$ cat src/rtl/counter_seq_ctrl.sv
// Sequencer for an external W-bit up-counter: loads a start value, enables counting
// until Q reaches a programmed end value, then pulses done. Supports pause and abort.
`timescale 1ns/1ps
module counter_seq_ctrl #(
  parameter int W = 12
) (
  input  logic         CLK,
  input  logic         RST,
  input  logic         start,
  input  logic         abort,
  input  logic         pause,
  input  logic [W-1:0] start_val,
  input  logic [W-1:0] end_val,
  input  logic [W-1:0] cnt_q,
  output logic         cnt_en,
  output logic         cnt_load,
  output logic [W-1:0] cnt_d,
  output logic         busy,
  output logic         done,
  output logic         wrapped,
  output logic [W-1:0] steps
);

  localparam logic [2:0] S_IDLE  = 3'd0;
  localparam logic [2:0] S_LOAD  = 3'd1;
  localparam logic [2:0] S_RUN   = 3'd2;
  localparam logic [2:0] S_PAUSE = 3'd3;
  localparam logic [2:0] S_DONE  = 3'd4;

  localparam logic [W-1:0] ALL_ONES = {W{1'b1}};
  localparam logic [W-1:0] ONE      = {{(W-1){1'b0}}, 1'b1};

  logic [2:0]   state, state_nxt;
  logic [W-1:0] start_reg, end_reg;
  logic         at_end;
  logic         accept;

  function automatic logic [W-1:0] inc_mod(input logic [W-1:0] v);
    return v + ONE;
  endfunction

  assign at_end = (cnt_q == end_reg);
  assign accept = (state == S_IDLE) && start && !abort;

  // Abort masks the counter controls in the same cycle it is seen.
  always_comb begin
    state_nxt = state;
    cnt_en    = 1'b0;
    cnt_load  = 1'b0;
    cnt_d     = '0;
    busy      = 1'b0;
    done      = 1'b0;
    case (state)
      S_IDLE: begin
        if (accept) state_nxt = S_LOAD;
      end
      S_LOAD: begin
        busy = 1'b1;
        if (abort) begin
          state_nxt = S_IDLE;
        end else begin
          cnt_load  = 1'b1;
          cnt_d     = start_reg;
          state_nxt = S_RUN;
        end
      end
      S_RUN: begin
        busy = 1'b1;
        if (abort) begin
          state_nxt = S_IDLE;
        end else begin
          cnt_en = !pause && !at_end;
          if (at_end)     state_nxt = S_DONE;
          else if (pause) state_nxt = S_PAUSE;
        end
      end
      S_PAUSE: begin
        busy = 1'b1;
        if (abort)       state_nxt = S_IDLE;
        else if (!pause) state_nxt = S_RUN;
      end
      S_DONE: begin
        done      = 1'b1;
        state_nxt = S_IDLE;
      end
      default: state_nxt = S_IDLE;
    endcase
  end

  always_ff @(posedge CLK or negedge RST) begin
    if (!RST) begin
      state     <= S_IDLE;
      start_reg <= '0;
      end_reg   <= '0;
      steps     <= '0;
      wrapped   <= 1'b0;
    end else begin
      state <= state_nxt;
      if (accept) begin
        start_reg <= start_val;
        end_reg   <= end_val;
        steps     <= '0;
        wrapped   <= 1'b0;
      end else if (cnt_en) begin
        steps <= inc_mod(steps);
        if (cnt_q == ALL_ONES) wrapped <= 1'b1;
      end
    end
  end

endmodule

$ cat config.mk
export PLATFORM = sky130hd
export DESIGN_NAME = counter_seq_ctrl
export DESIGN_NICKNAME = d
export VERILOG_FILES = /design/src/rtl/counter_seq_ctrl.sv
export SDC_FILE = /design/constraint.sdc
export NUM_CORES = 1
export LEC_CHECK = 0
export ABC_CLOCK_PERIOD_IN_PS = 2500
export BUFFER_PORTS_ARGS = -buffer_cell sky130_fd_sc_hd__buf_2
export CAP_MARGIN = 20
export CELL_PAD_IN_SITES_DETAIL_PLACEMENT = 0
export CELL_PAD_IN_SITES_GLOBAL_PLACEMENT = 1
export CORE_MARGIN = 5
export CORE_UTILIZATION = 29
export DETAILED_ROUTE_END_ITERATION = 7
export PLACE_DENSITY = 0.68
export SLEW_MARGIN = 10
export SYNTH_ARGS = -nofsm -noshare
export SYNTH_HDL_FRONTEND = slang
export SYNTH_SLANG_ARGS = --single-unit
$ cat constraint.sdc
create_clock -name CLK -period 2.5 [get_ports CLK]
set_input_delay 0.125 -clock CLK [delete_from_list [all_inputs] [get_ports CLK]]
set_output_delay 0.125 -clock CLK [all_outputs]
set_load 0.005 [all_outputs]
==> summary.md, run 1 <==
| Metric | Value |
|---|---|
| FILL cells | approximately 720 |
| Yosys warns | 0 |
| First-pass GRT wire length | approximately 8.6 mm |
| Layout area overhead | 32.3% |
| Total congestion overflow | 0 |
| Status | completed |
| Die W | 92.5 µm |
| Sequential-to-total area share from yosys stat | about 51% |
| Crit-path cells | or3b_1 -> or3_4 -> buf_4 -> nor2_1 -> buf_2 |
| Layout cell share with drive strength beyond 1 | 29.4% |
| Hold_sp | start_val[1] |
| Crit-path max FO | 14 |
| Critical path endpoint category | output port |
| Max-cap violation count | 0 |
| Multi-input logic area | 927 µm² |
| Hold endpoint | start_reg[1] |
| Worst Hold Class | in2reg |
| GRT Total Usage | between 10% and 20% |
| Final setup skew | around 0.008 ns |
| Reg2Reg Setup Slack | just over 0.3 ns |
| Worst flop-to-flop path startpoint | state[2] |
| CTS tree | yes |
| Clock Tree Root | clkbuf_8 |
| Post-synth cell types | 26 |
| Top-Level Pins | 70 |
| Worst relative slew slack | about two fifths |
| CP Class | reg2out |
| Die outline area | roughly 8500 µm² |
| Hold Path Depth | 3 |
| Reg area | roughly 1000 µm² |
| Fin nets | 340 |
| Mapped cell area | 1970 µm² |
| CP startpoint kind | flop |
| Tcrit/Tclk final | about nine tenths |
| Initial antenna violation count | 0 |
| Vias/cell | roughly 4.6 |
| Final setup TNS | 0 ns |
| WL/cell | 13.6 µm |
| Max Clock Freq | around 0.45 GHz |
| Peak supply drop | ~0.00025 V |
| Clk sinks | 40 |
| Number of synthesized register bits | 40 |
| Delay of the slowest critical-path stage | approximately 0.42 ns |
| Largest net degree at the start of global routing | 41 |
| Syn avg cell area | 8.80 µm² |
| Endpoints failing setup | 0 |
| Initial Util | a little under 30% |
| Worst-Margin Slew | between 0.9 and 1 ns |
| Clock Path Buffers | 2 |
| Site Rows | 30 |
| Worst reg-to-reg path cell count | 5 |
| Final WL | around 5.1 mm |
| Antenna-violating nets left | 0 |
| Power Density | between 600 and 700 nW/µm² |
| Pre-Repair DR Iteration Count | 5 |
| Smallest hold slack | 0.0167 ns |
| Clock latency at the later pin of the worst-skew pair | approximately 0.29 ns |
| Final Hold Fails | 0 |
| Crit path DAT | 2.09 ns |
| Clk slew on worst S/H paths | 0.09 ns |
| Inserted Diodes | 0 |
| Clock H-tree levels | 2 |
| CORE AREA | between 6000 and 7000 µm² |
| Vias in the first global route | between 1500 and 2000 |
| Detailed-route via count | 1760 |
| Synth Instances | ~220 |
| Die Y-Extent | between 90 and 100 µm |
| Slowest cell on the critical path | dfrtp_1 |
| Pins over their slew limit | 0 |
| Fin crit period | 2.21 ns |
| Data required, critical path | roughly 2.4 ns |
| DP Wirelength | 3.79 mm |
| Unrepaired setup endpoints after global routing | no |
| Port buffer count | 69 |
| Reg-to-reg critical path endpoint | steps[11] |
| LEAKAGE | between 0.001 and 0.0015 µW |
| Synth Net Count | 266 |
| TritonCTS Buffers | 5 |
| Postcts setup bufs | 0 |
| Layout Utilization | between 30 and 40% |
| DR iter-0 viols | slightly above 70 |
| GPL Wtd Cong | a little over 0.7 |
| # DRC | 0 |
[worst max path at each step]
stage,from,endpoint,slack (ns),depth (start not counted)
2_1_floorplan,state[2],steps[11],0.39,5
3_3_place_gp,state[2],steps[11],0.36,5
3_5_place_dp,state[2],steps[11],0.32,5
4_1_cts,end_reg[5],cnt_en,0.14,5
5_1_grt,state[2],cnt_en,0.17,5
6_report,state[2],cnt_en,0.29,5
[final cells by class]
type	instances	share of cell area (%)
Multi-Input combinational cell	172	35.5
Clock buffer	5	2.64
Sequential cell	40	38.4
Timing Repair Buffer	78	16.0
Inverter	1	0.144
Tap cell	80	3.84
Clock inverter	3	3.45
[critical path: cells and delay by family (launching register included)]
family                 cells  cell delay, ns
AND/OR/NAND/NOR            3            1.00
flip-flops                 1            0.42
buffers and inverters      2            0.38
[synthesized netlist by cell type]
cell       n  area, µm²
a21oi_1    7       35.0
and3_1     5       31.3
nand2_1   81        304
nor4b_1    1       8.76
nand3_1    8       40.0
nor2_1     5       18.8
dfrtp_1   40       1000
o31ai_1    6       45.0
mux2i_1    5       50.1
or3_1      2       12.5
ha_1       1       12.5
nor3_1     3       15.0
nand4_1    3       18.8
o21ai_0    2       10.0
inv_1      1       3.75
clkbuf_1  11       41.3
nor3b_1    1       7.51
or3b_1     1       8.76
or3_4      2       22.5
o21a_1     1       7.51
or2_2      1       6.26
and2_1    14       87.6
or4_1      6       45.0
nor4_1     4       25.0
a22o_1     1       8.76
xor2_1    12        105
[power breakdown]
group	switching (µW)	total (µW)	leakage (µW)	internal (µW)
clock network	236	735	0.0000784	499
logic	136	251	0.000781	115
registers	57.0	796	0.000519	739
[kinds of logic after synthesis]
| kind of cell | count (synthesis) | share of synthesized area, % |
|---|---|---|
| muxes | 5 | 2.54 |
| AOI/OAI and AO/OA | 17 | 5.39 |
| DFF | 40 | 50.8 |
| adders and majority gates | 1 | 0.634 |
| xor gates and xnor gates | 12 | 5.33 |
| buffers and inverters | 12 | 2.28 |
| and+or+nand+nor | 137 | 33.1 |
[cells in the final DEF (no fill, tap or decap), types with 2 or more instances in the layout]
master / instances
dlygate4sd3_1: 2
clkbuf_8: 5
nand4_1: 3
buf_2: 69
nor4_1: 4
nand3_1: 8
mux2i_1: 5
or3_1: 2
a21oi_1: 7
or3_4: 2
dfrtp_1: 40
xor2_1: 12
bufinv_16: 3
buf_4: 7
or4_1: 6
o31ai_1: 6
nor3_1: 3
and3_1: 4
nand2_1: 81
o21ai_0: 2
nor2_1: 5
and2_1: 14
[layer usage]
layer	GRT usage [%]	up-vias	wire length [µm]
li1	-	895	-
met1	16.3	812	2330
met2	20.1	49	2460
met3	3.74	4	294
met4	4.46	0	63
met5	0	-	0
[through the flow]
step	setup slack, ns	total power (µW)	instances	instance area (µm²)
after global placement	0.359	1060	369	2430
final	0.289	1780	379	2610
after global routing	0.171	1900	379	2610
after detailed placement	0.318	1070	369	2430
after CTS	0.144	1820	378	2600
after floorplan	0.387	950	224	1970
[repair_timing]
item	CTS	global route
endpoints found under the hold margin	31	1
setup endpoints to repair	0	1
resized for setup	0	1
hold buffers	1	1
(Power assumes the default switching activity.)
==> run 2, diff against run 1 <==
--- a/config.mk
+++ b/config.mk
@@ -13,6 +13,7 @@
 export CORE_MARGIN = 5
 export CORE_UTILIZATION = 29
 export DETAILED_ROUTE_END_ITERATION = 7
+export HOLD_SLACK_MARGIN = 0.1
 export PLACE_DENSITY = 0.68
 export SLEW_MARGIN = 10
 export SYNTH_ARGS = -nofsm -noshare
==> summary.md, run 2 (same netlist as run 1, synthesis figures left out) <==
| Metric | Value |
|---|---|
| CTS tree | yes |
| Data required, critical path | 2.38 ns (about the same) |
| Crit-path cells | or3b_1 -> or3_4 -> buf_4 -> nor2_1 -> buf_2 |
| Inserted Diodes | 0 (unchanged) |
| WL/cell | 13.2 µm (-2.5%) |
| Fin crit period | 2.21 ns (+0.000769 ns) |
| Clk slew on worst S/H paths | 0.09 ns (about the same) |
| Top-Level Pins | 70 (unchanged) |
| Total congestion overflow | 0 (unchanged) |
| Detailed-route via count | 1841 (+4.6%) |
| Clock H-tree levels | 2 (unchanged) |
| Clk sinks | 40 (unchanged) |
| Tcrit/Tclk final | 88.5% (about the same) |
| Site Rows | 30 (unchanged) |
| Final setup TNS | 0 ns (unchanged) |
| TritonCTS Buffers | 5 (unchanged) |
| Crit path DAT | 2.09 ns (about the same) |
| CP Class | reg2out |
| Delay of the slowest critical-path stage | 0.42 ns (about the same) |
| Hold_sp | pause |
| GRT Total Usage | 13.1% (+0.48 points) |
| Antenna-violating nets left | 0 (unchanged) |
| Clock latency at the later pin of the worst-skew pair | 0.29 ns (about the same) |
| DR iter-0 viols | 59 (-18%) |
| DP Wirelength | 3.79 mm (unchanged) |
| Layout cell share with drive strength beyond 1 | 27.3% (-2.1 points) |
| CP startpoint kind | flop |
| Critical path endpoint category | output port |
| Postcts setup bufs | 0 (unchanged) |
| Crit-path max FO | 14 (unchanged) |
| Endpoints failing setup | 0 (unchanged) |
| Setup slack after layout | 0.288 ns (-0.000769 ns) |
| Die outline area | 8550 µm² (unchanged) |
| Max Clock Freq | 0.452 GHz (about the same) |
| Unrepaired setup endpoints after global routing | no |
| Max-cap violation count | 0 (unchanged) |
| Initial Util | 29.3% (unchanged) |
| First-pass GRT wire length | 8.95 mm (+3.9%) |
| Final Hold Fails | 0 (unchanged) |
| Pins over their slew limit | 0 (unchanged) |
| Vias/cell | 4.58 (-1.4%) |
| Worst Hold Class | in2reg |
| Final setup skew | 0.00779 ns (-0.000137 ns) |
| Peak supply drop | 0.000248 V (+0.39%) |
| Power Density | 638 nW/µm² (-6.7%) |
| # DRC | 0 (unchanged) |
| Dpl ws | 0.318 ns (unchanged) |
| Die Y-Extent | 92.5 µm (unchanged) |
| Commonest non-fill, non-tap cell in the layout | nand2_1 |
| Worst relative slew slack | 38.9% (-0.22 points) |
| Final WL | 5.32 mm (+3.4%) |
| Clock Tree Root | clkbuf_8 |
| Critical path origin | state[2] |
| Commonest non-fill, non-tap cells in the layout | nand2_1 (81), buf_2 (69), dfrtp_1 (40) |
| Die W | 92.5 µm (unchanged) |
| Initial antenna violation count | 0 (unchanged) |
| Vias in the first global route | 1843 (+4.2%) |
| Slowest cell on the critical path | dfrtp_1 |
| Clock Path Buffers | 2 (unchanged) |
| Port buffer count | 69 (unchanged) |
| Layout area overhead | 44.0% |
| Fin nets | 363 (+6.8%) |
| CORE AREA | 6720 µm² (unchanged) |
| Largest net degree at the start of global routing | 41 (unchanged) |
| GPL Wtd Cong | 0.713 (unchanged) |
| Status | completed |
| LEAKAGE | 0.00148 µW (+7.0%) |
| Worst-Margin Slew | 0.916 ns (+0.00324 ns) |
| Worst flop-to-flop path startpoint | state[2] |
| Pre-Repair DR Iteration Count | 5 (unchanged) |
==> run 2: cell types whose count changed in the layout (fill, tap and decap cells not counted) <==
cell,change
dlygate4sd3_1,+23
==> run 2: final timing paths <==
path | end | slack [ns] | cells past startpoint
min reg2reg | start_reg[11] | 0.47 | 2
min in group asynchronous | start_reg[4] | 0.51 | 2
max reg2reg | steps[11] | 0.31 | 5
max | cnt_en | 0.29 | 5
min | state[0] | 0.13 | 3
max in group asynchronous | steps[3] | 1.42 | 2
==> run 2: final cells by class <==
class | instances | area (µm²)
Fill cell | 699 | 3880
Sequential cell | 40 | 1000
Multi-Input combinational cell | 172 | 927
Timing Repair Buffer | 101 | 648
Tap cell | 80 | 100
Clock inverter | 3 | 90.1
Clock buffer | 5 | 68.8
Inverter | 1 | 3.75
==> run 2: repair_timing <==
action                                 CTS  global route
hold buffers                            25             0
setup endpoints to repair                0             1
endpoints found under the hold margin   64             0
resized for setup                        0             1
==> run 2: per-stage QoR <==
| step | hold slack [ns] | instance area, µm² | instances | util [%] | total power, µW |
|---|---|---|---|---|---|
| after floorplan | -0.171 | 1970 | 224 | - | 950 |
| after global placement | 0.316 | 2430 | 369 | 36.1 | 1060 |
| after detailed placement | 0.319 | 2430 | 369 | 36.1 | 1070 |
| after CTS | 0.109 | 2840 | 402 | 42.2 | 1850 |
| after global routing | 0.145 | 2840 | 402 | 42.3 | 1930 |
| final | 0.128 | 2840 | 402 | 42.3 | 1810 |
==> run 2: per-layer routing <==
metal	GRT usage, %	up-vias	wire length (µm)
li1	-	941	-
met1	16.5	845	2380
met2	21.4	49	2540
met3	3.74	6	305
met4	4.83	0	86
met5	0	-	0
==> run 2: critical path, delay by kind of cell (launching register included) <==
family | cells | cell delay, ns
buffers and inverters | 2 | 0.38
flip-flops | 1 | 0.42
AND/OR/NAND/NOR | 3 | 1.00
==> run 2: power by group <==
| group | total (µW) | switching, µW | internal [µW] |
|---|---|---|---|
| Clock | 735 | 235 | 499 |
| Combinational | 279 | 140 | 139 |
| Sequential | 796 | 57.2 | 739 |
| Total | 1810 | 433 | 1380 |
==> run 3, diff against run 2 <==
--- a/config.mk
+++ b/config.mk
@@ -5,7 +5,7 @@
 export SDC_FILE = /design/constraint.sdc
 export NUM_CORES = 1
 export LEC_CHECK = 0
-export ABC_CLOCK_PERIOD_IN_PS = 2500
+export ABC_CLOCK_PERIOD_IN_PS = 1800
 export BUFFER_PORTS_ARGS = -buffer_cell sky130_fd_sc_hd__buf_2
 export CAP_MARGIN = 20
 export CELL_PAD_IN_SITES_DETAIL_PLACEMENT = 0
@@ -14,7 +14,7 @@
 export CORE_UTILIZATION = 29
 export DETAILED_ROUTE_END_ITERATION = 7
 export HOLD_SLACK_MARGIN = 0.1
-export PLACE_DENSITY = 0.68
+export PLACE_DENSITY = 0.71
 export SLEW_MARGIN = 10
 export SYNTH_ARGS = -nofsm -noshare
 export SYNTH_HDL_FRONTEND = slang
==> constraint.sdc (replaced) <==
create_clock -name CLK -period 1.8 [get_ports CLK]
set_input_delay 0.09 -clock CLK [delete_from_list [all_inputs] [get_ports CLK]]
set_output_delay 0.09 -clock CLK [all_outputs]
set_load 0.005 [all_outputs]
==> summary.md, run 3 (same netlist as run 1, synthesis figures left out) <==
| Metric | Value |
|---|---|
| Pins over their slew limit | 0 (unchanged) |
| Total congestion overflow | 0 (unchanged) |
| Peak supply drop | 0.000404 V (+63%) |
| Hold_sp | abort |
| Crit-path max FO | 3 (-11) |
| Reg2Reg Setup Slack | -0.21 ns (-0.52 ns) |
| Tcrit/Tclk final | 112% |
| Multi-input logic area | 981 µm² (+5.8%) |
| Worst flop-to-flop path startpoint | state[2] |
| Power Density | 762 nW/µm² (+19%) |
| Die W | 92.5 µm (unchanged) |
| CP startpoint kind | flop |
| FILL cells | 674 (-3.6%) |
| DP Wirelength | 3.89 mm (+2.7%) |
| Critical path endpoint category | flop |
| Commonest non-fill, non-tap cell in the layout | nand2_1 |
| Smallest hold slack | 0.170 ns (+0.0426 ns) |
| First-pass GRT wire length | 8.84 mm (-1.2%) |
| Clock Path Buffers | 2 (unchanged) |
| Final setup skew | 0.00341 ns (-0.00437 ns) |
| Clk sinks | 40 (unchanged) |
| CTS tree | yes |
| Pwr Total | 2270 µW (+25%) |
| Crit path DAT | 2.24 ns (+0.15 ns) |
| TritonCTS Buffers | 5 (unchanged) |
| Clock H-tree levels | 2 (unchanged) |
| Fin crit period | slightly above 2 ns |
| Worst relative slew slack | 65.5% (+27 points) |
| Pre-Repair DR Iteration Count | 4 (-1) |
| LEAKAGE | 0.00154 µW (+4.6%) |
| GRT Total Usage | 12.8% (-0.36 points) |
| Max-cap violation count | 0 (unchanged) |
| GPL Wtd Cong | 0.731 (+2.5%) |
| CORE AREA | 6720 µm² (unchanged) |
| Antenna-violating nets left | 0 (unchanged) |
| Reg-to-reg critical path endpoint | steps[11] |
| Final Hold Fails | 0 (unchanged) |
| DR iter-0 viols | 53 (-10%) |
| Clk slew on worst S/H paths | 0.08 ns (about the same) |
| Placed Area | 2540 µm² (+4.6%) |
| CP Class | reg2reg |
| Clock Tree Root | clkbuf_8 |
| WL/cell | 12.7 µm (-4.1%) |
| Vias/cell | 4.51 (-1.5%) |
| Final WL | 5.33 mm (+0.17%) |
| Hold endpoint | state[2] |
| Top-Level Pins | 70 (unchanged) |
| Placed insts | 382 (+3.5%) |
| Detailed-route via count | 1894 (+2.9%) |
| Clock latency at the later pin of the worst-skew pair | 0.29 ns (about the same) |
| Layout area overhead | 51.3% |
| Die Y-Extent | 92.5 µm (unchanged) |
| Initial antenna violation count | 0 (unchanged) |
| Worst-Margin Slew | 0.518 ns (-0.399 ns) |
| Die outline area | 8550 µm² (unchanged) |
| Unrepaired setup endpoints after global routing | yes |
| Setup slack after layout | -0.215 ns (-0.503 ns) |
| Port buffer count | 69 (unchanged) |
| Failing checks | setup timing |
| Hold Path Depth | 4 (+1) |
| Vias in the first global route | 1911 (+3.7%) |
| Max Clock Freq | 0.496 GHz |
| Data required, critical path | 2.03 ns (-0.35 ns) |
| Layout Cells excl Fill | 420 (+4.5%) |
| Largest net degree at the start of global routing | 41 (unchanged) |
| Fin nets | 381 (+5.0%) |
| Initial Util | 29.3% (unchanged) |
| Endpoints failing setup | 9 (+9) |
| Site Rows | 30 (unchanged) |
| Commonest non-fill, non-tap cells in the layout | nand2_1 (81), buf_2 (69), dfrtp_1 (40) |
| Worst Hold Class | in2reg |
| Worst reg-to-reg path cell count | 5 (unchanged) |
| # DRC | 0 (unchanged) |
| Status | finished, violations left |
| Inserted Diodes | 0 (unchanged) |
| Design area | 2980 µm² (+5.1%) |
| Reg area | 1000 µm² (unchanged) |
| Layout cell share with drive strength beyond 1 | 33.2% (+5.9 points) |
## run 3: layer usage
metal  wire length [µm]  vias up  share of wire, %  global-route usage [%]
met1               2380      875                45                    15.8
met3                260        8               4.9                    3.41
met2               2600       36                49                    21.4
met5                  0        -                 0                       0
met4                 84        0               1.6                    4.46
li1                   -      975                 -                       -
## run 3: worst max-delay path by stage
stage          startpoint  cells after the start   endpoint
2_1_floorplan    state[2]                      5  steps[11]
3_5_place_dp     state[2]                      5  steps[11]
3_3_place_gp     state[2]                      5  steps[11]
4_1_cts          state[2]                      5  steps[11]
6_report         state[2]                      5  steps[11]
5_1_grt          state[2]                      5  steps[11]
## run 3: timing repair
| item | CTS | global route |
|---|---|---|
| pin swaps | 3 | 3 |
| endpoints found under the hold margin | 65 | 0 |
| setup endpoints to repair | 12 | 12 |
| hold buffers | 26 | 0 |
| gates resized for setup | 5 | 4 |
| setup buffers | 1 | 3 |
## run 3: worst max-delay path: stages, from the launching register on
cell and delay [ns]:
dfrtp_1 0.38, or3b_1 0.37, or3_4 0.34, or3_4 0.34, or4_1 0.40, a21oi_1 0.13
## run 3: metrics by stage
step,setup TNS [ns],utilization [%],setup slack [ns]
after floorplan,-0.614,-,-0.255
after global placement,-1.10,37.8,-0.227
after detailed placement,-1.45,37.8,-0.241
after CTS,-1.76,43.7,-0.269
after global routing,-2.40,44.4,-0.294
final,-1.46,44.4,-0.215
## run 3: final cells by class
| class | instances | share of cell area (%) |
|---|---|---|
| flip-flops and latches | 40 | 33.6 |
| multi-input cells | 172 | 32.9 |
| repair buffers | 119 | 26.3 |
| well taps | 80 | 3.36 |
| clock buffers | 5 | 2.31 |
| clock inverters | 3 | 1.43 |
| inverters | 1 | 0.126 |
## run 3: power breakdown
part	switching (µW)	internal (µW)	total (µW)	leakage, µW
Clock	321	410	731	0.0000541
Combinational	218	221	439	0.000969
Sequential	73.9	1030	1100	0.000519
